File: src/rtl/disp_scan_ctrl.sv
// Time-multiplexed scan controller for a shared BCD-to-7-segment decoder.
// Double-buffered digit storage, anti-ghosting gaps, leading-zero and invalid-digit blanking.
module disp_scan_ctrl #(
   parameter int NDIG     = 4,
   parameter int SCAN_DIV = 1000,
   parameter int GAP_CYC  = 2
) (
   input  logic              clk,
   input  logic              rst_n,
   input  logic              en,
   input  logic              load,
   input  logic [4*NDIG-1:0] din,
   input  logic              lzb,
   output logic [3:0]        wdata,
   output logic [NDIG-1:0]   sel,
   output logic              frame_done,
   output logic              bcd_err,
   output logic [1:0]        dbg_state
);

   localparam int CNT_MAX = (SCAN_DIV > GAP_CYC) ? SCAN_DIV : GAP_CYC;
   localparam int CW      = $clog2(CNT_MAX + 1);
   localparam int IW      = $clog2(NDIG);

   localparam logic [CW-1:0] SHOW_LAST = CW'(SCAN_DIV - 1);
   localparam logic [CW-1:0] GAP_LAST  = (GAP_CYC > 0) ? CW'(GAP_CYC - 1) : '0;
   localparam logic [IW-1:0] IDX_LAST  = IW'(NDIG - 1);

   typedef enum logic [1:0] {
      ST_OFF  = 2'd0,
      ST_SHOW = 2'd1,
      ST_GAP  = 2'd2
   } scan_state_t;

   scan_state_t       r_state;
   scan_state_t       w_state_nxt;
   logic [IW-1:0]     r_idx;
   logic [IW-1:0]     w_idx_nxt;
   logic [CW-1:0]     r_cnt;
   logic [CW-1:0]     w_cnt_nxt;
   logic              w_wrap;

   logic [4*NDIG-1:0] r_act;
   logic [4*NDIG-1:0] r_pend;
   logic              r_pend_v;
   logic              w_xfer;
   logic [4*NDIG-1:0] w_act_nxt;

   logic [3:0]        w_dig [NDIG];
   logic [NDIG-1:0]   w_bad_act;
   logic              w_hi_zero;
   logic              w_blank;

   logic [3:0]        r_wdata;
   logic [3:0]        w_wdata_nxt;
   logic [NDIG-1:0]   r_sel;
   logic [NDIG-1:0]   w_sel_nxt;
   logic              r_frame_done;
   logic              r_bcd_err;

   // ------------------------------------------------------------------
   // Scan FSM: state register
   // ------------------------------------------------------------------
   always_ff @(posedge clk or negedge rst_n) begin
      if (!rst_n) begin
         r_state <= ST_OFF;
         r_idx   <= '0;
         r_cnt   <= '0;
      end else begin
         r_state <= w_state_nxt;
         r_idx   <= w_idx_nxt;
         r_cnt   <= w_cnt_nxt;
      end
   end

   // w_wrap marks the end of the last slot of the top digit (frame boundary)
   always_comb begin
      w_state_nxt = r_state;
      w_idx_nxt   = r_idx;
      w_cnt_nxt   = r_cnt;
      w_wrap      = 1'b0;
      case (r_state)
         ST_OFF: begin
            w_idx_nxt = '0;
            w_cnt_nxt = '0;
            if (en) begin
               w_state_nxt = ST_SHOW;
            end
         end
         ST_SHOW: begin
            if (r_cnt == SHOW_LAST) begin
               w_cnt_nxt = '0;
               if (GAP_CYC > 0) begin
                  w_state_nxt = ST_GAP;
               end else begin
                  w_wrap    = (r_idx == IDX_LAST);
                  w_idx_nxt = w_wrap ? '0 : r_idx + 1'b1;
               end
            end else begin
               w_cnt_nxt = r_cnt + 1'b1;
            end
         end
         ST_GAP: begin
            if (r_cnt == GAP_LAST) begin
               w_cnt_nxt   = '0;
               w_state_nxt = ST_SHOW;
               w_wrap      = (r_idx == IDX_LAST);
               w_idx_nxt   = w_wrap ? '0 : r_idx + 1'b1;
            end else begin
               w_cnt_nxt = r_cnt + 1'b1;
            end
         end
         default: begin
            w_state_nxt = ST_OFF;
            w_idx_nxt   = '0;
            w_cnt_nxt   = '0;
         end
      endcase
      if (!en) begin
         w_state_nxt = ST_OFF;
         w_idx_nxt   = '0;
         w_cnt_nxt   = '0;
      end
   end

   // ------------------------------------------------------------------
   // Double buffer: a load coinciding with a transfer stays pending
   // ------------------------------------------------------------------
   assign w_xfer    = r_pend_v && ((r_state == ST_OFF) || w_wrap);
   assign w_act_nxt = w_xfer ? r_pend : r_act;

   always_ff @(posedge clk or negedge rst_n) begin
      if (!rst_n) begin
         r_act    <= '0;
         r_pend   <= '0;
         r_pend_v <= 1'b0;
      end else begin
         r_act <= w_act_nxt;
         if (load) begin
            r_pend   <= din;
            r_pend_v <= 1'b1;
         end else if (w_xfer) begin
            r_pend_v <= 1'b0;
         end
      end
   end

   // ------------------------------------------------------------------
   // Digit decode and blanking, evaluated for the state being entered
   // ------------------------------------------------------------------
   always_comb begin
      for (int i = 0; i < NDIG; i++) begin
         w_dig[i]     = w_act_nxt[4*i +: 4];
         w_bad_act[i] = (r_act[4*i +: 4] > 4'd9);
      end
   end

   always_comb begin
      w_hi_zero = 1'b1;
      for (int j = 0; j < NDIG; j++) begin
         if ((IW'(j) >= w_idx_nxt) && (w_dig[j] != 4'd0)) begin
            w_hi_zero = 1'b0;
         end
      end
   end

   assign w_blank = (w_dig[w_idx_nxt] > 4'd9) ||
                    (lzb && (w_idx_nxt != '0) && w_hi_zero);

   always_comb begin
      w_sel_nxt   = '1;
      w_wdata_nxt = r_wdata;
      if (w_state_nxt == ST_SHOW) begin
         w_wdata_nxt = w_dig[w_idx_nxt];
         if (!w_blank) begin
            w_sel_nxt[w_idx_nxt] = 1'b0;
         end
      end
   end

   // ------------------------------------------------------------------
   // Registered outputs
   // ------------------------------------------------------------------
   always_ff @(posedge clk or negedge rst_n) begin
      if (!rst_n) begin
         r_wdata      <= '0;
         r_sel        <= '1;
         r_frame_done <= 1'b0;
         r_bcd_err    <= 1'b0;
      end else begin
         r_wdata      <= w_wdata_nxt;
         r_sel        <= w_sel_nxt;
         r_frame_done <= w_wrap && en;
         r_bcd_err    <= |w_bad_act;
      end
   end

   assign wdata      = r_wdata;
   assign sel        = r_sel;
   assign frame_done = r_frame_done;
   assign bcd_err    = r_bcd_err;
   assign dbg_state  = r_state;

endmodule
File: config.mk
export PLATFORM = sky130hd
export DESIGN_NAME = disp_scan_ctrl
export DESIGN_NICKNAME = d
export VERILOG_FILES = /design/src/rtl/disp_scan_ctrl.sv
export SDC_FILE = /design/constraint.sdc
export NUM_CORES = 1
export LEC_CHECK = 0
export ABC_AREA = 1
export CORE_UTILIZATION = 50
export CTS_CLUSTER_DIAMETER = 100
export DETAILED_ROUTE_END_ITERATION = 8
export MAX_ROUTING_LAYER = met4
export PLACE_DENSITY = 0.82
export SYNTH_ARGS = -nofsm -noshare
export SYNTH_HDL_FRONTEND = slang
export SYNTH_SLANG_ARGS = --single-unit
export TNS_END_PERCENT = 30
File: constraint.sdc
create_clock -name clk -period 1.85 [get_ports clk]
set_input_delay 0.2775 -clock clk [delete_from_list [all_inputs] [get_ports clk]]
set_output_delay 0.2775 -clock clk [all_outputs]
set_load 0.1 [all_outputs]
==> results by group, run 1 <==
Status
  • Status: complete, but fails checks
  • Failing checks: negative setup slack

Logic synthesis
  • Yosys warning total: 0
  • Cell taking the most area after synthesis: dfrtp_1
  • Share of the synthesized area in the top cell type: 46.39%
  • Cell with the most instances after synthesis: nand2_1
  • Share of synthesized registers carrying an async set or reset: 100.0%
  • Syn Inst Count: 346
  • Ranking of synthesized cells by area: dfrtp_1 (46%), nand2_1 (13%), inv_1 (5.3%)
  • FF+latch count, synth: 57
  • Mapped cell area: 2859 um^2
  • Syn avg cell area: 8.263 um^2
  • Sequential fraction of the synthesis area: around half
  • Post-synth EDFFs: 0
  • Synth cell types: 26
  • Mapped Nets: 374
  • Commonest cells in the synthesized netlist: nand2_1 (100), dfrtp_1 (53), inv_1 (40), nor2_1 (32), nand3_1 (25)
  • Ys flop type: dfrtp_1

Setup path
  • Critical path data required time: 2.12 ns
  • Startpoint Class: flip-flop
  • RR Startpoint: dbg_state[0]
  • Crit path launch: dbg_state[0]
  • CP Class: flip-flop to flip-flop
  • Worst Setup End Kind: flip-flop
  • Worst Path Arrival: 2.35 ns
  • Crit path max fanout: 7

Detailed routing
  • Drt wl/cell: 16.02 um
  • Drt pass-1 iters: 5
  • Via density: 5.460
  • DR iter-0 viols: 230
  • DRC violations left: 0
  • DR vias: 2790
  • Final ANT Viol Nets: 0
  • Final WL: ~8200 um

Clocking
  • Worst-Skew Late Latency: 0.34 ns
  • Clock transition at path regs: 0.08 ns
  • Clock buffer count from CTS: 9
  • CTS tree: yes
  • CTS Sinks: 57
  • Clk buf depth: 2
  • H-tree levels: 3
  • Root Buffer: clkbuf_8

STA
  • Endpoints failing setup: 8
  • Setup_tns: -1.324 ns
  • Period minus WS final: 2.076 ns
  • Post-route worst setup slack: -0.2255 ns
  • Fmax: 481.8 MHz
  • Worst-case clock skew: 0.01264 ns
  • RSZ-0062 raised after global routing: true
  • Least-Margin Pin Slew: 0.7414 ns
  • Final worst-path cycle share: 112.2%
  • Fin. max-slew vios: 0
  • Final hold violations: 0
  • Worst slew margin: 50.58%

Cells and area
  • # diodes: 0
  • FILL cells: 339
  • Layout cell share with drive strength beyond 1: between 30% and 40%
  • Area growth, synth to finish: 46.61%
  • Final nets: 462

Pwr
  • Pwr Total: 3.581 mW
  • Leak: between 2 and 2.5 nW
  • Worst VDD drop: ~0.00071 V
  • Pwr/cell area: 854.2 nW/um^2

Placement
  • RePlAce Congestion: just under 0.9
  • HPWL Detailed: 4446 um
  • I/O Buffers: 32
  • Worst slack, placed: -0.2347 ns

Floorplanning
  • Die height: 77.62 um
  • Rows: 27
  • Num ports: 33
  • Die Wd: 77.62 um
  • Core Area: ~5500 um^2
  • Starting Density: about half
  • Die Area: around 6000 um^2

Global routing
  • Largest net degree at the start of global routing: 40
  • Total grt overflow: 0
  • GRT Util Overall: 26.50%
  • Antenna violations before repair: 0
  • Number of global-route vias before repair: approximately 2500
  • Global-route wire length before repair: 11800 um

Hold path
  • Hold WC Path Type: input pin to asynchronous set/reset pin

Job
  • Max cap viols: 0
## path summary, 6_finish.rpt
check,cells past startpoint,slack [ns],endpoint
max,15,-0.23,sel[2]
min,2,0.41,wdata[3]
max reg2reg,15,-0.23,sel[2]
min reg2reg,2,0.49,r_pend[5]
max in group asynchronous,3,0.89,r_cnt[2]
min in group clk,3,0.48,r_pend[15]
## final cells by class
cell class              instances  area [um^2]  area share (%)
well taps                      72        90.09           2.149
clock buffers                  11        141.4           3.373
inverters                      40        155.1           3.701
flip-flops and latches         57         1439           34.33
repair buffers                 82        758.2           18.09
clock inverters                 5        55.05           1.313
multi-input cells             244         1553           37.04
## metal layers
layer / GRT usage, % / wire length (um) / up-vias
met5: - / 0 / -
met4: 14.91 / 294 / 0
met3: 5.647 / 472 / 38
met2: 40.97 / 4107 / 156
met1: 32.31 / 3314 / 1334
li1: - / - / 1262
## worst max-delay path: stages (launching register included)
cell and delay [ns]:
dfrtp_4 0.50, inv_4 0.07, ha_4 0.17, inv_4 0.04
o21bai_4 0.17, nand2_1 0.07, nand2_1 0.07, nand2_2 0.12
nand2_4 0.12, nor2_4 0.18, nand2_1 0.12, nand2_2 0.11
nor2_4 0.04, nand2_2 0.07, nand2_4 0.08, nand3_2 0.07
## through the flow
| stage | hold slack (ns) | util, % | instance area [um^2] | std cells |
|---|---|---|---|---|
| floorplan | -0.01809 | - | 2904 | 346 |
| global placement | 0.2364 | 64.78 | 3567 | 476 |
| detailed placement | 0.2414 | 64.78 | 3567 | 476 |
| CTS | 0.4197 | 72.82 | 4010 | 502 |
| global route | 0.4628 | 76.12 | 4192 | 511 |
| finish | 0.4064 | 76.12 | 4192 | 511 |
## logic make-up after synthesis
family	after synthesis	share of synthesized area (%)
simple gates	200	32.08
buf+inv	48	7.177
compound gates	29	6.083
fa+ha+maj	7	3.063
xor+xnor	5	1.532
flops	57	50.07
## flip-flops by register name, summed over array words and instances (netlist names)
register,flops
r_act,16
r_pend,16
r_cnt,10
sel,4
wdata,4
dbg_state,2
r_idx,2
bcd_err,1
frame_done,1
r_pend_v,1
## where the power goes
part / leakage, nW / switching [mW] / internal [mW] / total, mW
Clock: 0.0953 / 0.511 / 0.654 / 1.16
Combinational: 1.27 / 0.628 / 0.304 / 0.932
Sequential: 0.708 / 0.103 / 1.38 / 1.48
## repair_timing
action,4_1_cts,5_1_grt
cloned,2,1
setup buffers,7,8
gates resized for setup,33,35
endpoints found under the setup margin,8,11
pin swaps,17,15
hold buffers,1,0
endpoints found under the hold margin,14,0
## placed cells by master, fill, tap and decap left out, drive strengths merged, types with 2 or more instances in the layout
| master | n |
|---|---|
| clkinv | 2 |
| xor2 | 4 |
| nor3 | 10 |
| a21oi | 3 |
| clkinvlp | 2 |
| nor2 | 38 |
| dfrtp | 53 |
| ha | 7 |
| nand4 | 5 |
| nand2 | 123 |
| nand3 | 26 |
| o21ai | 25 |
| inv | 40 |
| clkbuf | 11 |
| clkdlybuf4s50 | 19 |
| buf | 62 |
| dfstp | 4 |
No activity file was read; power rests on OpenSTA's default activity.
==> run 2, diff against run 1 <==
ABC_CLOCK_PERIOD_IN_PS = 1850   (was not set)
==> results of run 2 <==
Same layout as run 1: the final DEF is identical, and so are final timing and power.
